## src/rtl/dmem_pkg.sv

```systemverilog
// Shared definitions for the data-memory arbiter and its request checker:
// MemOp encodings, arbiter FSM states and the per-op access size.
package dmem_pkg;

  localparam logic [2:0] OP_W  = 3'b000;
  localparam logic [2:0] OP_BS = 3'b001;
  localparam logic [2:0] OP_HS = 3'b010;
  localparam logic [2:0] OP_BU = 3'b101;
  localparam logic [2:0] OP_HU = 3'b110;

  typedef enum logic [1:0] {
    IDLE   = 2'd0,
    ACCESS = 2'd1,
    RESP   = 2'd2
  } state_t;

  // Bytes touched by an access; illegal ops report 1 and are rejected elsewhere.
  function automatic logic [2:0] op_size(input logic [2:0] op);
    case (op)
      OP_W:         op_size = 3'd4;
      OP_HS, OP_HU: op_size = 3'd2;
      default:      op_size = 3'd1;
    endcase
  endfunction

endpackage

```

## src/rtl/dmem_req_check.sv

```systemverilog
// Combinational legality check for one memory request: illegal op,
// misalignment, or a byte range that runs past the end of memory.
module dmem_req_check
  import dmem_pkg::*;
#(
  parameter int DEPTH  = 4096,
  parameter int ADDR_W = 32
) (
  input  logic              we,
  input  logic [2:0]        op,
  input  logic [ADDR_W-1:0] addr,
  output logic              err
);

  logic        op_ok;
  logic        misaligned;
  logic [63:0] last_byte;

  always_comb begin
    // NOTE: every output of a combinational block gets a default first so no latch is inferred.
    op_ok      = 1'b0;
    misaligned = 1'b0;
    case (op)
      OP_W, OP_BS, OP_HS: op_ok = 1'b1;
      OP_BU, OP_HU:       op_ok = !we;
      default:            op_ok = 1'b0;
    endcase
    if (op == OP_W)
      misaligned = (addr[1:0] != 2'b00);
    else if (op == OP_HS || op == OP_HU)
      misaligned = addr[0];
    // Widened so an address near the top of the 32-bit space cannot wrap.
    last_byte = 64'(addr) + 64'(op_size(op)) - 64'd1;
    err       = !op_ok || misaligned || (last_byte >= 64'(DEPTH));
  end

endmodule

```

## src/rtl/dmem_arbiter.sv

```systemverilog
// Round-robin arbiter sharing one data memory between port 0 (LSU) and
// port 1 (DMA/debug); one access in flight, IDLE -> ACCESS -> RESP.
module dmem_arbiter
  import dmem_pkg::*;
#(
  parameter int DEPTH  = 4096,
  parameter int ADDR_W = 32
) (
  input  logic              clk,
  input  logic              rst,
  input  logic              req0,
  input  logic              req1,
  input  logic              we0,
  input  logic              we1,
  input  logic [2:0]        op0,
  input  logic [2:0]        op1,
  input  logic [ADDR_W-1:0] addr0,
  input  logic [ADDR_W-1:0] addr1,
  input  logic [31:0]       wdata0,
  input  logic [31:0]       wdata1,
  output logic              gnt0,
  output logic              gnt1,
  output logic              rvalid0,
  output logic              rvalid1,
  output logic [31:0]       rdata,
  output logic              err,
  output logic              mem_WrEn,
  output logic              mem_MemEn,
  output logic [2:0]        mem_MemOp,
  output logic [ADDR_W-1:0] mem_Addr,
  output logic [31:0]       mem_DataIn,
  input  logic [31:0]       mem_DataOut
);

  state_t            state_q, state_d;
  logic              rr_q;
  logic              id_q, we_q, err_q;
  logic [2:0]        op_q;
  logic [ADDR_W-1:0] addr_q;
  logic [31:0]       wdata_q, rdata_q;

  logic              sel, sel_we, sel_err;
  logic [2:0]        sel_op;
  logic [ADDR_W-1:0] sel_addr;
  logic [31:0]       sel_wdata;

  // rr_q names the port that wins a tie.
  assign sel       = (req0 && req1) ? rr_q : req1;
  assign sel_we    = sel ? we1    : we0;
  assign sel_op    = sel ? op1    : op0;
  assign sel_addr  = sel ? addr1  : addr0;
  assign sel_wdata = sel ? wdata1 : wdata0;

  dmem_req_check #(.DEPTH(DEPTH), .ADDR_W(ADDR_W)) u_check (
    .we   (sel_we),
    .op   (sel_op),
    .addr (sel_addr),
    .err  (sel_err)
  );

  always_ff @(posedge clk) begin
    // NOTE: sequential state uses non-blocking assignments so all registers update together.
    if (rst) state_q <= IDLE;
    else     state_q <= state_d;
  end

  always_comb begin
    state_d = state_q;
    case (state_q)
      IDLE:    if (req0 || req1) state_d = ACCESS;
      ACCESS:  state_d = RESP;
      RESP:    state_d = IDLE;
      default: state_d = IDLE;
    endcase
  end

  // NOTE: latched request fields are pure datapath and are only read after a latch, so they carry no reset.
  always_ff @(posedge clk) begin
    if (state_q == IDLE && (req0 || req1)) begin
      id_q    <= sel;
      we_q    <= sel_we;
      op_q    <= sel_op;
      addr_q  <= sel_addr;
      wdata_q <= sel_wdata;
      err_q   <= sel_err;
    end
  end

  always_ff @(posedge clk) begin
    if (rst) begin
      rr_q    <= 1'b0;
      rdata_q <= '0;
    end else begin
      if (state_q == ACCESS)
        rdata_q <= (we_q || err_q) ? 32'd0 : mem_DataOut;
      if (state_q == RESP)
        rr_q <= ~id_q;
    end
  end

  assign rdata = rdata_q;

  // Every output is held low while rst is high, so an aborted access never writes.
  always_comb begin
    gnt0       = 1'b0;
    gnt1       = 1'b0;
    rvalid0    = 1'b0;
    rvalid1    = 1'b0;
    err        = 1'b0;
    mem_WrEn   = 1'b0;
    mem_MemEn  = 1'b0;
    mem_MemOp  = 3'b000;
    mem_Addr   = '0;
    mem_DataIn = '0;
    if (!rst) begin
      case (state_q)
        ACCESS: begin
          gnt0       = !id_q;
          gnt1       = id_q;
          mem_MemEn  = !err_q;
          mem_WrEn   = we_q && !err_q;
          mem_MemOp  = op_q;
          mem_Addr   = addr_q;
          mem_DataIn = wdata_q;
        end
        RESP: begin
          rvalid0 = !id_q;
          rvalid1 = id_q;
          err     = err_q;
        end
        default: ;
      endcase
    end
  end

endmodule

```

## config.mk

```make
export PLATFORM = sky130hd
export DESIGN_NAME = dmem_arbiter
export DESIGN_NICKNAME = d
export VERILOG_FILES = /design/src/rtl/dmem_pkg.sv /design/src/rtl/dmem_req_check.sv /design/src/rtl/dmem_arbiter.sv
export SDC_FILE = /design/constraint.sdc
export NUM_CORES = 1
export LEC_CHECK = 0
export ABC_CLOCK_PERIOD_IN_PS = 10800
export CORE_MARGIN = 2
export CORE_UTILIZATION = 46
export CTS_CLUSTER_SIZE = 14
export DETAILED_ROUTE_END_ITERATION = 8
export GPL_TIMING_DRIVEN = 0
export PLACE_DENSITY = 0.88
export SYNTH_ARGS = -nofsm -noshare
export SYNTH_HDL_FRONTEND = slang
export SYNTH_SLANG_ARGS = --single-unit
```

## constraint.sdc

```tcl
create_clock -name clk -period 10.8 [get_ports clk]
set_clock_uncertainty 0.2 [all_clocks]
set_input_delay 1.08 -clock clk [delete_from_list [all_inputs] [get_ports clk]]
set_output_delay 1.08 -clock clk [all_outputs]
set_load 0.005 [all_outputs]
```

==> results.md <==
* WHS Path Cells at 1
* Total power divided by cell area at roughly 110 nW/um^2
* Int Pwr at about 770 uW
* Root buf cell: clkbuf_16
* Syn Inst Count at between 600 and 700
* Setup crit start kind: input pin
* DR WL/cell at about 19 um
* R2r worst-path depth at 19
* TritonRoute pass-1 iters at 5
* Synth top area share at a little over a third
* Die height at around 120 um
* Clk pwr share at 31.9%
* Flop pwr share at 45.7%
* Die footprint at between 10000 and 15000 sq um
* Vias per cell at ~5.4
* Max Clock Freq at 146 MHz
* Core Util, Final at between 70% and 80%
* Comb pwr share at between 20 and 25%
* CTS resizes at 0
* Vias after detailed routing at between 6000 and 7000
* Rows at just over 40
* # nets final at approximately 1100
* Hold_sp: state_q[1]$_SDFFE_PP0P_
* Initial core utilization at between 40% and 50%
* FF-to-FF setup slack at approximately 4800 ps
* Arrival time at the worst endpoint at between 6000 and 7000 ps
* Setup violators final at 0
* First-pass GRT wire length at approximately 33000 um
* Routed wire length at about 21000 um
* Total CTS buffers at 9
* Cts hold-fix bufs at 0
* Initial antenna violation count at 0
* Synthesized flop and latch total at between 100 and 150
* Core footprint at 12700 sq um
* # port buffers at approximately 280
* Hold Vio Cnt, Final at 0
* 1st-iter DRT viols at 503
* Placed cell count at ~1100
* Status: finished clean
* Critical path type: input pin to register
* Clk pin slew, worst setup/hold paths at 70 ps
* Vias in the first global route at ~6100
* Fin Setup TNS at 0 ps
* Switch Pwr at 274 uW
* Die W at 119 um
* Clock Latency Late Sink at roughly 350 ps
* Post-CTS Setup Repair Bufs at 0
* Dominant cell by count in the synthesized netlist: nand2_1
* Area delta synth->final at 55.5%
* Gr ovfl total at 0
* N_diodes at 0
* Reg2reg start: rr_q$_SDFFE_PP0N_
* GR Util All Layers at a little under a third
* # IOs at ~280
* Netlist cell types at 70
* Pins Over Slew Limit at 0
* EDFF count, synth at 70
* Worst Tran Pin Value at roughly 670 ps
* Post-Layout Cell Count at around 1100
* Switching part of the total at 26.3%
* Worst relative slew slack at 55.4%
* Sequential area share after synthesis at approximately 46%
* Synth top area cells: edfxtp_1 (35%), dfxtp_1 (12%), nand2_1 (9.8%)
* RSZ-0062 raised after global routing: no
* Capturing point of the worst reg2reg path: err_q$_DFFE_PP_
* # DRC at 0
* Critical path endpoint category: register
* Final HPWL DP at 17000 um
* Synthesis Warnings at 0
* Post-synth ARST share at 0%
* Post-DRT Antenna Nets at 0
* CTS tree: done
* GPL Wtd Cong at roughly 0.94
* Synth cell count leaders: nand2_1 (158), and2_1 (71), edfxtp_1 (70)
* Max-Cap Viols at 0
* Final period util at a little under two thirds
* Largest net degree at the start of global routing at 18
* Clock Path Buffers at 2
* Worst Path Max Fanout at 10
* Worst Hold End: state_q[0]$_SDFFE_PP0P_
* FILL cells at between 900 and 1000
* Synthesized Nets at roughly 850
* H-tree levels at 3
* Min Hold Slack at about 280 ps
* Fin crit period at between 6000 and 7000 ps
* Dominant cell type by area after synthesis: edfxtp_1
* Synth Area per Inst at ~9 sq um
* Mapped cell area at just over 6000 sq um
* Peak VDD IR at ~0.000076 V
* Min-Delay Path Class: register to register
* Clock Sinks at around 110
* Main synth FF type: edfxtp_1
* Leakage at 3.58 nW
* Req. time, crit path at 10710 ps
* Layout cells sized above 1 at just under 6%
[registers in the layout, summed over array words and instances, names as in the netlist]
name,cells
we_q,1
rdata,32
id_q,1
err_q,1
wdata_q,32
addr_q,32
op_q,3
state_q,2
rr_q,1
[power groups by stage]
stage          combinational, mW  clock, mW  sequential (mW)
2_1_floorplan             0.0999          0            0.485
3_3_place_gp               0.221          0            0.489
3_5_place_dp               0.231          0            0.485
4_1_cts                    0.232      0.333            0.475
5_1_grt                    0.252      0.350            0.478
6_report                   0.233      0.331            0.475
[how the worst max path moves through the flow]
| stage | start | end | slack (ps) |
|---|---|---|---|
| floorplan | req1 | addr_q[0]$_DFFE_PP_ | 3660 |
| global placement | req1 | wdata_q[26]$_DFFE_PP_ | 670 |
| detailed placement | req0 | err_q$_DFFE_PP_ | 3730 |
| CTS | req0 | err_q$_DFFE_PP_ | 4070 |
| global route | req0 | err_q$_DFFE_PP_ | 3550 |
| finish | req0 | err_q$_DFFE_PP_ | 3950 |
[layout by cell type (no fill, tap or decap), types with 15 or more instances in the layout]
| cell type | Yosys | final |
|---|---|---|
| nand2_1 | 158 | 158 |
| clkdlybuf4s50_1 | 0 | 277 |
| mux2i_1 | 15 | 15 |
| dfxtp_1 | 35 | 35 |
| nand3_1 | 21 | 21 |
| nor3_1 | 17 | 16 |
| and2_1 | 71 | 71 |
| xnor2_1 | 16 | 16 |
| a22oi_1 | 32 | 32 |
| edfxtp_1 | 70 | 70 |
| clkbuf_1 | 26 | 27 |
| nor2_1 | 55 | 55 |
[per-stage QoR]
step	power [mW]	cell area [sq um]	worst slack, ps
2_1_floorplan	0.585	6060	3660
5_1_grt	1.08	9430	3550
3_3_place_gp	0.710	9050	671
3_5_place_dp	0.716	9130	3730
4_1_cts	1.04	9430	4070
6_report	1.04	9430	3950
[cell type report]
| type | count | area [sq um] | share of cell area, % |
|---|---|---|---|
| timing repair buffer | 283 | 2850 | 30.2 |
| multi-input combinational | 517 | 3040 | 32.2 |
| tap | 172 | 215 | 2.28 |
| sequential | 105 | 2800 | 29.7 |
| inverter | 16 | 60.1 | 0.637 |
| buffer | 37 | 164 | 1.74 |
| clock buffer | 12 | 268 | 2.84 |
| clock inverter | 4 | 31.3 | 0.332 |
[routing by layer]
layer | share of wire [%] | GRT usage [%] | routed length (um)
met2 | 49 | 51.4 | 10400
met3 | 8.6 | 8.59 | 1820
met5 | 0 | 0 | 0
met1 | 40 | 35.8 | 8400
met4 | 2.9 | 10.9 | 605
[cell families after synthesis]
logic type                 synth area share, %
AOI/OAI and AO/OA                         12.5
xor gates and xnor gates                  3.18
adders and majority gates                0.950
buffers and inverters                     3.69
DFF                                       46.2
muxes                                     3.96
and+or+nand+nor                           29.4
[worst max-delay path, cell delays in order]
cell,delay [ps]
clkdlybuf4s50_1,540
nand2b_1,100
nand2_1,250
buf_4,290
buf_2,290
buf_2,370
clkbuf_1,420
buf_1,420
nand2_1,100
nand2_1,120
ha_1,200
nor2b_1,310
or2_2,190
o221ai_2,130
nor3_1,520
xor2_1,200
nor4bb_1,430
nand2_1,110
or3_1,350
a221o_1,320
Power figures use the tool's default switching activity.
